<file path="config.mk">
export PLATFORM = sky130hd
export DESIGN_NAME = vec_mem_sequencer
export DESIGN_NICKNAME = d
export VERILOG_FILES = /design/src/rtl/vec_mem_sequencer.sv
export SDC_FILE = /design/constraint.sdc
export NUM_CORES = 1
export LEC_CHECK = 0
export CORE_MARGIN = 2
export CORE_UTILIZATION = 48
export DETAILED_ROUTE_END_ITERATION = 16
export PLACE_DENSITY = 0.81
export SLEW_MARGIN = 30
export SYNTH_ARGS = -nofsm -noshare
export SYNTH_HDL_FRONTEND = slang
export SYNTH_SLANG_ARGS = --single-unit
</file>
<file path="constraint.sdc">
create_clock -name clk -period 3.55 [get_ports clk]
set_clock_uncertainty 0.15 [all_clocks]
set_input_delay 0.355 -clock clk [delete_from_list [all_inputs] [get_ports clk]]
set_output_delay 0.355 -clock clk [all_outputs]
set_load 0.005 [all_outputs]
</file>
<file path="src/rtl/vec_mem_sequencer.sv">
// Sequencer for vector loads/stores: walks one lane per access over the scalar
// data-memory port with a req/ack handshake, stalling decode until the last lane.
module vec_mem_sequencer #(
  parameter int LANES  = 4,
  parameter int ADDR_W = 32,
  parameter int DATA_W = 32
) (
  input  logic                      clk,
  input  logic                      rst_n,
  input  logic                      start,
  input  logic                      is_store,
  input  logic                      is_half,
  input  logic [ADDR_W-1:0]         base_addr,
  input  logic [LANES*DATA_W-1:0]   store_vec,
  output logic                      mem_req,
  output logic                      mem_we,
  output logic                      mem_size,
  output logic [ADDR_W-1:0]         mem_addr,
  output logic [DATA_W-1:0]         mem_wdata,
  input  logic                      mem_ack,
  input  logic [DATA_W-1:0]         mem_rdata,
  output logic [LANES*DATA_W-1:0]   load_vec,
  output logic                      vec_we,
  output logic                      done,
  output logic                      busy,
  output logic                      stall
);

  localparam int IDX_W = (LANES > 1) ? $clog2(LANES) : 1;

  typedef enum logic [1:0] {
    IDLE,
    XFER,
    DONE
  } state_t;

  state_t                    state;
  state_t                    state_nxt;
  logic [IDX_W-1:0]          idx;
  logic                      op_store;
  logic                      op_half;
  logic [ADDR_W-1:0]         op_base;
  logic [LANES*DATA_W-1:0]   op_svec;

  logic                      last_lane;
  logic                      xfer_ack;
  logic [DATA_W-1:0]         lane_word;
  logic [DATA_W-1:0]         rdata_elem;
  logic [ADDR_W-1:0]         lane_off;

  assign last_lane  = (idx == IDX_W'(LANES - 1));
  assign xfer_ack   = (state == XFER) && mem_ack;
  assign lane_word  = op_svec[int'(idx)*DATA_W +: DATA_W];
  assign rdata_elem = op_half ? DATA_W'(mem_rdata[15:0]) : mem_rdata;
  assign lane_off   = ADDR_W'(idx) << (op_half ? 1 : 2);

  // NOTE: sequential state uses non-blocking assignments so every register
  // samples the pre-edge values, independent of block ordering.
  always_ff @(posedge clk or negedge rst_n) begin
    if (!rst_n) state <= IDLE;
    else        state <= state_nxt;
  end

  // NOTE: every output and the next state get a default before the case, so no
  // path leaves them unassigned and no latch is inferred.
  always_comb begin
    state_nxt = state;
    mem_req   = 1'b0;
    mem_we    = 1'b0;
    mem_size  = 1'b0;
    mem_addr  = '0;
    mem_wdata = '0;
    vec_we    = 1'b0;
    done      = 1'b0;
    stall     = 1'b0;
    case (state)
      IDLE: begin
        stall = start;
        if (start) state_nxt = XFER;
      end
      XFER: begin
        stall    = 1'b1;
        mem_req  = 1'b1;
        mem_we   = op_store;
        mem_size = op_half;
        mem_addr = op_base + lane_off;
        if (op_store) mem_wdata = op_half ? DATA_W'(lane_word[15:0]) : lane_word;
        if (mem_ack && last_lane) state_nxt = DONE;
      end
      DONE: begin
        done      = 1'b1;
        vec_we    = !op_store;
        state_nxt = IDLE;
      end
      default: state_nxt = IDLE;
    endcase
  end

  assign busy = (state != IDLE);

  // NOTE: load_vec is a plain register bank, not a RAM, so it takes the async
  // reset like the rest of the state; a cleared result is visible after reset.
  always_ff @(posedge clk or negedge rst_n) begin
    if (!rst_n) begin
      idx      <= '0;
      op_store <= 1'b0;
      op_half  <= 1'b0;
      op_base  <= '0;
      op_svec  <= '0;
      load_vec <= '0;
    end else if (state == IDLE && start) begin
      idx      <= '0;
      op_store <= is_store;
      op_half  <= is_half;
      op_base  <= base_addr;
      op_svec  <= store_vec;
    end else if (xfer_ack) begin
      if (!op_store) load_vec[int'(idx)*DATA_W +: DATA_W] <= rdata_elem;
      if (!last_lane) idx <= idx + IDX_W'(1);
    end
  end

endmodule

</file>
# [Yosys cells after proc, flatten, opt, wreduce, memory -nomap -nowiden]
# Index checks and enable logic that the tools add are counted.
[word_totals] ff_bits=294 input_bits=198 output_inout_bits=199 word_cells=51
[op_classes] addsub=3 eq_ne=6 shifts=4 n_mux=19 n_bitwise=2 n_reduce_logical=10
[ops] op="$mux W32" count=5
[ops] op="$bwmux W128" count=1
[ops] op="$shift A32 B33 Y128 const A" count=1
[ops] op="$shiftx A128 B8 Y32" count=1
[ops] op="$shiftx A32 B33 Y128" count=1
[ops] op="$neg A7 Y33" count=1
[ops] op="$add A32 B32 Y32" count=1
[ops] op="$shl A2 B2 Y32" count=1
[ops] op="$mux W2" count=6
[ops] op="$mux W1" count=5
[ops] op="$eq A2 B2 Y1 const B" count=2
[ops] op="$ne A2 B1 Y1 const B" count=2
[ops] op="$pmux W2 S2" count=1
[ops] op="$reduce_and A2 Y1" count=2
[ops] op="$reduce_bool A2 Y1" count=2
[ops] op="$logic_and A1 B1 Y1" count=3
[ops] op="$reduce_and A3 Y1" count=1
[ops] op="$add A2 B1 Y2 const B" count=1
[ops] op="$eq A2 B1 Y1 const B" count=1
[ops] op="$logic_not A2 Y1" count=1
[ops] op="$ne A2 B2 Y1 const B" count=1
[ops] op="$not A1 Y1" count=2
[ops] op="$pmux W1 S2" count=1
[ops] op="$logic_not A1 Y1" count=1

# [Logic depth before layout (Yosys ltp)]
# Gate-level depths: netlist of the first run.
[depth] depth_word=4 mapped_depth=11 depth_no_buf=8

# [Worst setup path after synthesis of the first run]
# Ideal clock, no wire load.
[synth_path] path_kind="register to output" startpoint="register idx[1]" endpoint="output port mem_addr[9]" arrival_ps=2505 required_time_ps=3045 path_slack_ps=540 path_stages_with_launch=12 path_cell_list="dfrtp_1 clkbuf_1 buf_1 inv_1 nor2_1 ha_1 a21o_1 a21oi_1 buf_2 a21boi_0 xnor2_1 nor2_1"
[synth_via] elab_chain_cells=3
[synth_rtl] item="start: declaration" line_no="39" text="logic [IDX_W-1:0] idx;"
[synth_rtl] item="start signal: assignment" line_no="119" text="if (!last_lane) idx <= idx + IDX_W'(1);"
[synth_rtl] item="$shl A2 B2 Y32" line_no="55" text="assign lane_off = ADDR_W'(idx) << (op_half ? 1 : 2);"
[synth_rtl] item="$add A32 B32 Y32" line_no="86" text="mem_addr = op_base + lane_off;"
[synth_rtl] item="$mux W32" line_no="76" text="case (state)"
[synth_rtl] item="end: declaration" line_no="18" text="output logic [ADDR_W-1:0] mem_addr,"
# Every way passes these cells.

# [Worst setup path after layout of the first run]
[layout_path] startpoint="register idx[1]" endpoint="output port mem_addr[15]"
# Same word-level chain as after synthesis.

==> impl_metrics.py, run 1 <==
metrics = {
    "outcome": {
        "outcome": "complete, no violations",
    },
    "cts": {
        "cts.sinks": 294,
        "cts_tree": "yes",
        "clk_transition_reported_paths_ns": 0.06,
        "cts_buffer_depth": 3,
        "cts_max_level": 1,
        "clk_latency_ns": 0.56,
        "cts_buffers": 30,
        "ctsRootBufferMaster": "clkbuf_16",
    },
    "die": {
        "die-area_mm2": 0.0291,
        "die_h_um": 170,
        "io_pins": 397,
        "dieWidth_um": 170,
        "initial_core_util_pct": 49.1,
        "rows": 60,
        "design.core.area_mm2": 0.0271,
    },
    "synthesis": {
        "synth_ff_type": "dfrtp_1",
        "netlist_instances": 1123,
        "ys_warn_count": 0,
        "yosysUniqueCellTypes": 50,
        "seq_area_frac_synth_pct": 55.3,
        "async_reset_ff_share_pct": 100,
        "synthesis.area_mm2": 0.0133,
        "synth_seq_cells": 294,
        "syn_avg_cell_area_um2": 11.8,
        "synth_edf_count": 0,
    },
    "timing": {
        "slew_headroom_pct": 44.1,
        "slew_viol_final": 0,
        "grt_setup_unrepaired": "yes",
        "fmax_ghz": 0.287,
        "hold_slack_ns": 0.223,
        "period_minus_slack_ns": 3.49,
        "finalHoldViolCount": 0,
        "setup_viol": 0,
        "worstMarginPinSlew_ns": 0.838,
        "period_share_pct": 98.3,
    },
    "global_route": {
        "grt_max_degree": 94,
        "antenna_found_initial": 3,
        "grt_pass1_vias": 10600,
        "grt_overflow_total": 0,
        "grtUsageTotal_pct": 26.0,
        "grt_first_pass_wirelength_mm": 58.8,
    },
    "finish": {
        "stdcell_count": 1904,
        "n_fill_cell": 1963,
        "seqCellArea_mm2": 0.00736,
        "area_growth_pct": 41.5,
        "multiInputGateArea_mm2": 0.00562,
        "fin_area_mm2": 0.0188,
        "layout-drive-gt1-share_pct": 19.6,
        "final_net_count": 1715,
    },
    "detailed_routing": {
        "postRouteAntennaNets": 0,
        "wl_per_cell_um": 19.8,
        "drt_wl_total_mm": 37.8,
        "first_pass_iters": 5,
        "dr_total_vias": 10400,
        "drt-vias-per-instance": 5.45,
        "drc_errors": 0,
        "drt_iter0_markers": 763,
    },
    "worst_setup_path": {
        "worstSetupPathType": "reg2out",
        "crit_chain": "inv_2 > nor2_1 > ha_1 > a21o_1 > a21oi_4 > buf_6 > nand2_1 > a31oi_1 > a41o_1 > clkdlybuf4s50_1",
        "cp-end-kind": "output pin",
        "cpPeakStageDelay_ns": 0.49,
        "cp_data_required_time_ns": 3.04,
        "crit_slowest_cell": "clkdlybuf4s50_1",
        "arrival_ns": 2.98,
        "start_kind": "flip-flop",
        "crit_fanout": 5,
    },
    "power_and_ir_drop": {
        "vdd_drop_max_uv": 573,
        "powerDensity_mw_per_mm2": 846,
        "cellLeakagePower_nw": 7.82,
    },
    "placed_design": {
        "place_congestion": 0.862,
        "dpl.hpwl_mm": 26.3,
        "port_buffers": 396,
        "place_area_mm2": 0.0176,
        "dp_cells": 1837,
    },
    "run": {
        "drv_cap": 0,
    },
    "hold_path": {
        "hold_path.class": "in2reg",
    },
}
per-layer routing:
layer | vias up | part of all wire [%] | wire [µm] | global-route usage [%]
met5 | - | 0.034 | 13 | 0
met4 | 2 | 4.1 | 1550 | 9.88
met3 | 97 | 9.4 | 3540 | 8.37
met2 | 465 | 47 | 17900 | 42.8
met1 | 5114 | 39 | 14800 | 32.0
li1 | 4705 | - | - | -
timing repair:
action,CTS,global route
setup endpoints to repair,24,22
hold buffers,1,0
gates cloned,0,1
pin swaps,3,7
endpoints found under the hold margin,89,0
setup buffers,4,3
gates resized for setup,15,22
placed cells by master (no fill, tap or decap), types with 22 or more instances in the layout:
cell             instances
clkdlybuf4s50_1        380
dfrtp_1                292
nand2_1                209
mux2_2                 157
o21ai_0                 67
o31ai_1                 65
nor2_1                  35
mux4_2                  32
clkbuf_16               30
buf_4                   25
and3_1                  22
logic make-up after synthesis:
| family | Yosys count | synth area share [%] |
|---|---|---|
| other | 1 | 0.0282 |
| AOI/OAI and AO/OA | 172 | 8.41 |
| xor gates and xnor gates | 26 | 1.71 |
| DFF | 294 | 55.3 |
| buffers and inverters | 92 | 3.18 |
| adders and majority gates | 11 | 1.09 |
| muxes | 189 | 18.7 |
| and+or+nand+nor | 338 | 11.6 |
path summary, 6_finish.rpt:
check                                               from                   endpoint  cells after the start  slack [ns]
worst max register to register        idx[0]$_DFFE_PN0P_  load_vec[117]$_DFFE_PN0P_                      5        1.06
min in group asynchronous                          rst_n  load_vec[115]$_DFFE_PN0P_                      2        0.27
worst min-delay path                       base_addr[12]    op_base[12]$_DFFE_PN0P_                      3        0.22
worst min register to register  load_vec[85]$_DFFE_PN0P_   load_vec[85]$_DFFE_PN0P_                      2        0.33
worst max-delay path                  idx[1]$_DFFE_PN0P_               mem_addr[15]                     10        0.06
max in group asynchronous                          rst_n     op_base[7]$_DFFE_PN0P_                      3        2.03
Yosys cell counts, types with 6 or more instances:
master / count / area [µm²]
buf_2: 20 / 100
nand2_1: 213 / 800
dfrtp_1: 294 / 7360
inv_1: 12 / 45.0
o21ai_0: 69 / 345
nand3_1: 6 / 30.0
nor2b_1: 21 / 131
and3_1: 22 / 138
buf_4: 10 / 75.1
nor2_1: 35 / 131
o31ai_1: 65 / 488
mux2_2: 157 / 1770
clkbuf_1: 45 / 169
xor2_1: 10 / 87.6
xnor2_1: 16 / 140
ha_1: 10 / 125
mux4_2: 32 / 721
nand2b_1: 17 / 106
a211oi_1: 8 / 60.1
registers in the layout, indices dropped and copies added (netlist names):
register and flops:
op_svec 128, op_half 1, op_base 32, op_store 1, idx 2, load_vec 128
state 2
critical path: cells and delay by family, from the launching register on:
family / cells / cell delay (ns)
compound gates: 4 / 0.76
buf+inv: 3 / 0.74
flops: 1 / 0.41
fa+ha+maj: 1 / 0.37
simple gates: 2 / 0.15
metrics by stage:
step,worst slack [ns],util [%],power [mW],setup TNS (ns)
after floorplan,0.540,-,9.26,0
after CTS,-0.0203,69.1,16.0,-0.0203
after global routing,-0.0718,69.5,16.9,-0.267
after global placement,0.399,65.0,12.4,0
final,0.0611,69.5,15.9,0
after detailed placement,0.317,65.0,12.6,0
power breakdown:
group	switching, mW	internal [mW]	leakage [nW]	total [mW]
registers	0.929	4.80	3.73	5.73
clock network	1.29	1.96	0.513	3.25
logic	2.98	3.96	3.58	6.94
total	5.19	10.7	7.82	15.9
layout make-up:
class	count	share of cell area (%)
sequential	294	39.1
multi-input combinational	738	29.8
timing repair buffer	429	22.8
clock buffer	41	4.53
tap	372	2.47
clock inverter	13	0.937
inverter	13	0.272
antenna	4	0.0532
Note: power is estimated with default switching activity, not from simulation.
==> run 2: changes to the inputs <==
--- a/config.mk
+++ b/config.mk
@@ -6,9 +6,8 @@
 export NUM_CORES = 1
 export LEC_CHECK = 0
 export CORE_MARGIN = 2
-export CORE_UTILIZATION = 48
+export CORE_UTILIZATION = 25
 export DETAILED_ROUTE_END_ITERATION = 16
-export PLACE_DENSITY = 0.81
 export SLEW_MARGIN = 30
 export SYNTH_ARGS = -nofsm -noshare
 export SYNTH_HDL_FRONTEND = slang
==> run 2 against run 1 <==
Effect of this change:
- cell area up 2.8%
- critical endpoint is now mem_addr[30]
- count of clock-buffer cells in the layout up 13
- clock power up 8.0%
- power up 2.2%
- first-iteration DRC count down 25%
- via count down 1.9%
- hold slack better by 0.019 ns
- non-clock buffer count up 4
==> impl_metrics.py, run 2 (synthesis gave the netlist of run 1 again) <==
metrics = {
    "worst_setup_path": {
        "timing.critical_path.depth": 8,
        "r2r_end": "load_vec[52]$_DFFE_PN0P_",
        "cp-endpoint": "mem_addr[30]",
        "worstSetupPathType": "reg2out",
        "rr_startpoint": "idx[0]$_DFFE_PN0P_",
        "reg2reg_slack_ns": 1.09,
        "cp_data_required_time_ns": 3.04,
        "cp_common_cell": "nand2_1",
        "crit_start": "op_half$_DFFE_PN0P_",
        "cp-end-kind": "output pin",
        "crit_chain": "nand2_1 > fa_2 > nor2b_2 > o31a_4 > o21ai_2 > or4_1 > nand2_1 > clkdlybuf4s50_1",
        "cpPeakStageDelay_ns": 0.50,
        "crit_fanout": 7,
        "cp_num_buf_inv": 1,
        "arrival_ns": 2.92,
        "start_kind": "flip-flop",
        "crit_family": "simple AND/OR/NAND/NOR gates",
        "r2r_cells": 6,
        "crit_slowest_cell": "clkdlybuf4s50_1",
    },
    "global_route": {
        "grt_overflow_total": 0,
        "antenna_found_initial": 4,
        "grt_first_pass_wirelength_mm": 65.2,
        "grtUsageTotal_pct": 15.1,
        "grt_pass1_vias": 10700,
        "grt_max_degree": 88,
    },
    "detailed_routing": {
        "wl_per_cell_um": 18.8,
        "first_pass_iters": 5,
        "drt-vias-per-instance": 4.57,
        "postRouteAntennaNets": 0,
        "drt_wl_total_mm": 41.9,
        "drc_errors": 0,
        "dr_total_vias": 10200,
        "drt_iter0_markers": 573,
    },
    "timing": {
        "layout_setup_ws_ns": 0.125,
        "slew_viol_final": 0,
        "setup_viol": 0,
        "grt_setup_unrepaired": "yes",
        "fmax_ghz": 0.292,
        "tns_ns": 0,
        "finalHoldViolCount": 0,
        "worstMarginPinSlew_ns": 0.845,
        "period_share_pct": 96.5,
        "period_minus_slack_ns": 3.42,
        "slew_headroom_pct": 43.7,
        "hold_slack_ns": 0.242,
    },
    "power_and_ir_drop": {
        "cellLeakagePower_nw": 7.81,
        "pwr-share-comb_pct": 43.4,
        "p_sw_mw": 5.34,
        "vdd_drop_max_uv": 358,
        "total_power_mw": 16.3,
        "powerDensity_mw_per_mm2": 841,
        "switching_share_pct": 32.8,
        "p_clk_share_pct": 21.6,
        "intPower_mw": 10.9,
        "power_frac_seq_pct": 35.1,
    },
    "hold_path": {
        "hold_path.class": "in2reg",
    },
    "outcome": {
        "outcome": "complete, no violations",
    },
    "cts": {
        "clk_transition_reported_paths_ns": 0.06,
        "cts_max_level": 2,
        "ctsRootBufferMaster": "clkbuf_16",
        "cts_buffer_depth": 3,
        "cts_buffers": 36,
        "cts_tree": "yes",
        "clk_latency_ns": 0.52,
        "cts.sinks": 294,
    },
    "finish": {
        "final_common_cell": "clkdlybuf4s50_1",
        "final_net_count": 1725,
        "post-route-util_pct": 36.8,
        "final_cell_mix": "386 x clkdlybuf4s50_1, 292 x dfrtp_1, 209 x nand2_1",
        "top_regs": "load_vec (128), op_svec (128), op_base (32)",
        "area_growth_pct": 45.4,
        "layout-drive-gt1-share_pct": 19.6,
    },
    "die": {
        "rows": 84,
        "dieWidth_um": 235,
        "io_pins": 397,
        "initial_core_util_pct": 25.3,
        "die_h_um": 235,
        "die-area_mm2": 0.0551,
        "design.core.area_mm2": 0.0526,
    },
    "run": {
        "drv_cap": 0,
    },
    "placed_design": {
        "port_buffers": 396,
        "place_congestion": 0.789,
        "dpl.hpwl_mm": 29.9,
        "dp_slack_ns": 0.306,
    },
}
[run 2: cell types whose count changed in the layout (fill, tap and decap cells not counted), moves of 5 or more]
cell,change
clkbuf_16,+7
dlymetal6s2s_1,-5
clkbuf_1,+5
clkdlybuf4s50_1,+6
clkinv_2,-5
[run 2: routing by layer]
metal	vias to the layer above	GRT usage, %	part of all wire [%]
met4	4	4.43	2.3
li1	4738	-	-
met3	67	4.85	7.6
met2	326	24.5	47
met1	5051	19.2	43
met5	-	0	0.048
[run 2: power groups by stage]
stage / clock, mW / sequential [mW] / combinational, mW
4_1_cts: 3.64 / 5.72 / 7.17
3_3_place_gp: 0 / 5.68 / 7.01
5_1_grt: 3.79 / 5.91 / 7.68
2_1_floorplan: 0 / 5.52 / 3.74
3_5_place_dp: 0 / 5.76 / 7.09
6_report: 3.51 / 5.71 / 7.06
[run 2: worst min-delay path by stage]
stage | startpoint | to | slack, ns | cells after the start
after detailed placement | rst_n | op_svec[80]$_DFFE_PN0P_ | 0.22 | 1
after global placement | rst_n | op_svec[112]$_DFFE_PN0P_ | 0.22 | 1
after global routing | base_addr[28] | op_base[28]$_DFFE_PN0P_ | 0.23 | 3
after CTS | base_addr[28] | op_base[28]$_DFFE_PN0P_ | 0.20 | 3
after floorplan | rst_n | idx[0]$_DFFE_PN0P_ | -0.09 | 0
final | base_addr[28] | op_base[28]$_DFFE_PN0P_ | 0.24 | 3
[run 2: worst min-delay path: stages]
cell,delay (ns)
clkdlybuf4s50_1,0.40
nand2_1,0.05
o21ai_0,0.06
[run 2: layout make-up]
cell class / instances / area, µm²
Inverter: 13 / 48.8
Clock inverter: 6 / 60.1
Sequential cell: 294 / 7360
Tap cell: 688 / 861
Multi-Input combinational cell: 738 / 5620
Clock buffer: 54 / 1060
Fill cell: 5190 / 33200
Timing Repair Buffer: 433 / 4340
Antenna cell: 1 / 2.50
[run 2: timing repair]
action | CTS | global route
hold endpoints to repair | 63 | 0
hold buffers | 1 | 0
resized for setup | 7 | 19
gates cloned | 0 | 0
pin swaps | 1 | 1
endpoints found under the setup margin | 15 | 25
buffers inserted | 2 | 1
[run 2: through the flow]
step	area (µm²)	cells
after floorplan	13300	1124
after global placement	18100	2162
after detailed placement	18100	2162
after CTS	19300	2225
after global routing	19400	2227
final	19400	2227
==> run 3: changes to the inputs <==
--- a/config.mk
+++ b/config.mk
@@ -8,6 +8,7 @@
 export CORE_MARGIN = 2
 export CORE_UTILIZATION = 25
 export DETAILED_ROUTE_END_ITERATION = 16
+export REMOVE_ABC_BUFFERS = 1
 export SLEW_MARGIN = 30
 export SYNTH_ARGS = -nofsm -noshare
 export SYNTH_HDL_FRONTEND = slang
==> run 3 against run 2 <==
Effect of this change:
- global-route usage up 0.48 points
- flip-flop and latch count unchanged
- critical path depth unchanged
- first-iteration DRC count up 7.9%
- largest cell class unchanged
==> impl_metrics.py, run 3 (synthesis gave the netlist of run 1 again) <==
metrics = {
    "worst_setup_path": {
        "start_kind": "flip-flop",
        "cp-end-kind": "output pin",
        "worstSetupPathType": "reg2out",
        "crit_fanout": 6,
        "arrival_ns": 2.91,
        "cpPeakStageDelay_ns": 0.63,
        "crit_slowest_cell": "clkdlybuf4s50_1",
        "cp_data_required_time_ns": 3.04,
        "crit_chain": "nand2_1 > o21ai_1 > ha_1 > nor2b_2 > o31a_4 > buf_12 > a211oi_1 > clkdlybuf4s50_1",
    },
    "finish": {
        "n_fill_cell": 5184,
        "area_growth_pct": 46.4,
        "post-route-util_pct": 37.1,
        "final_common_cell": "clkdlybuf4s50_1",
        "stdcell_count": 2234,
        "final_cell_mix": "383 x clkdlybuf4s50_1, 292 x dfrtp_1, 209 x nand2_1",
        "layout-drive-gt1-share_pct": 20.4,
        "final_net_count": 1729,
        "top_regs": "load_vec (128), op_svec (128), op_base (32)",
    },
    "die": {
        "rows": 84,
        "die_h_um": 235,
        "initial_core_util_pct": 25.3,
        "dieWidth_um": 235,
        "io_pins": 397,
        "design.core.area_mm2": 0.0526,
        "die-area_mm2": 0.0551,
    },
    "run": {
        "drv_cap": 0,
    },
    "timing": {
        "fmax_ghz": 0.293,
        "worstMarginPinSlew_ns": 0.966,
        "setup_viol": 0,
        "period_share_pct": 96.1,
        "finalHoldViolCount": 0,
        "slew_headroom_pct": 35.4,
        "slew_viol_final": 0,
        "period_minus_slack_ns": 3.41,
    },
    "detailed_routing": {
        "drt_iter0_markers": 618,
        "drc_errors": 0,
        "first_pass_iters": 4,
        "dr_total_vias": 10300,
        "drt_wl_total_mm": 43.1,
        "drt-vias-per-instance": 4.61,
        "postRouteAntennaNets": 0,
        "wl_per_cell_um": 19.3,
    },
    "cts": {
        "clk_transition_reported_paths_ns": 0.06,
        "ctsRootBufferMaster": "clkbuf_16",
        "cts_max_level": 2,
        "cts_tree": "yes",
        "cts_buffer_depth": 3,
        "clk_latency_ns": 0.54,
        "cts_buffers": 36,
        "cts.sinks": 294,
    },
    "global_route": {
        "grt_pass1_vias": 10800,
        "antenna_found_initial": 2,
        "grt_overflow_total": 0,
        "grt_first_pass_wirelength_mm": 66.7,
        "grtUsageTotal_pct": 15.6,
        "grt_max_degree": 92,
    },
    "hold_path": {
        "hold_path.class": "in2reg",
    },
    "power_and_ir_drop": {
        "powerDensity_mw_per_mm2": 851,
        "cellLeakagePower_nw": 7.85,
        "vdd_drop_max_uv": 389,
    },
    "outcome": {
        "outcome": "complete, no violations",
    },
    "placed_design": {
        "port_buffers": 396,
        "place_congestion": 0.824,
        "dpl.hpwl_mm": 30.6,
        "dp_cells": 2160,
    },
}
run 3: cell count changes in the layout (fill, tap and decap cells not counted), moves of 3 or more:
cell             change
clkdlybuf4s50_1      -3
dlygate4sd2_1        +6
a211oi_1             -3
a211oi_2             +3
buf_12               +3
dlymetal6s2s_1       -3
run 3: area by class of cell:
class                   count  area [µm²]  share of cell area (%)
diodes                      1        2.50                  0.0128
clock buffers              52        1030                    5.29
clock inverters            11         126                   0.649
inverters                  13        48.8                   0.250
multi-input cells         738        5660                    29.0
flip-flops and latches    294        7360                    37.8
well taps                 688         861                    4.42
repair buffers            437        4390                    22.6
run 3: what timing repair did:
action | 4_1_cts | 5_1_grt
hold buffers | 1 | 0
hold endpoints to repair | 86 | 0
setup endpoints to repair | 15 | 20
buffers inserted | 7 | 2
resized for setup | 20 | 17
pin swaps | 3 | 2
run 3: per-layer routing:
layer	GRT usage, %	part of all wire (%)	vias to the layer above
met5	0	0.028	-
met4	4.56	2.4	2
met3	4.66	7.8	68
met2	24.7	46	376
met1	20.5	44	5115
li1	-	-	4731
run 3: path summary, 6_finish.rpt:
path / startpoint / to / slack (ns) / cells after the start
setup / recovery: op_half$_DFFE_PN0P_ / mem_addr[4] / 0.14 / 8
hold / removal: base_addr[28] / op_base[28]$_DFFE_PN0P_ / 0.25 / 3
setup reg to reg: idx[0]$_DFFE_PN0P_ / load_vec[29]$_DFFE_PN0P_ / 0.99 / 6
hold reg to reg: load_vec[124]$_DFFE_PN0P_ / load_vec[124]$_DFFE_PN0P_ / 0.32 / 2
max in group asynchronous: rst_n / load_vec[90]$_DFFE_PN0P_ / 2.00 / 3
min in group asynchronous: rst_n / op_svec[20]$_DFFE_PN0P_ / 0.30 / 2
run 3: critical path, delay by kind of cell (launching register included):
family / cells / cell delay (ns)
AO/OA/AOI/OAI: 3 / 0.65
adder cells (fa/ha/maj): 1 / 0.30
buffers and inverters: 2 / 0.78
flip-flops: 1 / 0.41
AND/OR/NAND/NOR: 2 / 0.25
run 3: where the power goes:
part	internal (mW)	switching, mW	total, mW
Clock	2.17	1.45	3.61
Combinational	4.05	3.19	7.24
Sequential	4.81	0.926	5.73
run 3: per-stage QoR:
| step | area (µm²) | hold slack, ns | setup WS, ns | power (mW) | TNS (ns) |
|---|---|---|---|---|---|
| 6_report | 19500 | 0.249 | 0.139 | 16.6 | 0 |
| 5_1_grt | 19500 | 0.241 | -0.0174 | 17.7 | -0.0174 |
| 4_1_cts | 19400 | 0.208 | 0.00940 | 16.8 | 0 |
| 3_5_place_dp | 18100 | 0.299 | 0.219 | 13.0 | 0 |
| 3_3_place_gp | 18100 | 0.297 | 0.320 | 12.8 | 0 |
| 2_1_floorplan | 12900 | -0.0906 | -2.22 | 9.15 | -369.78 |
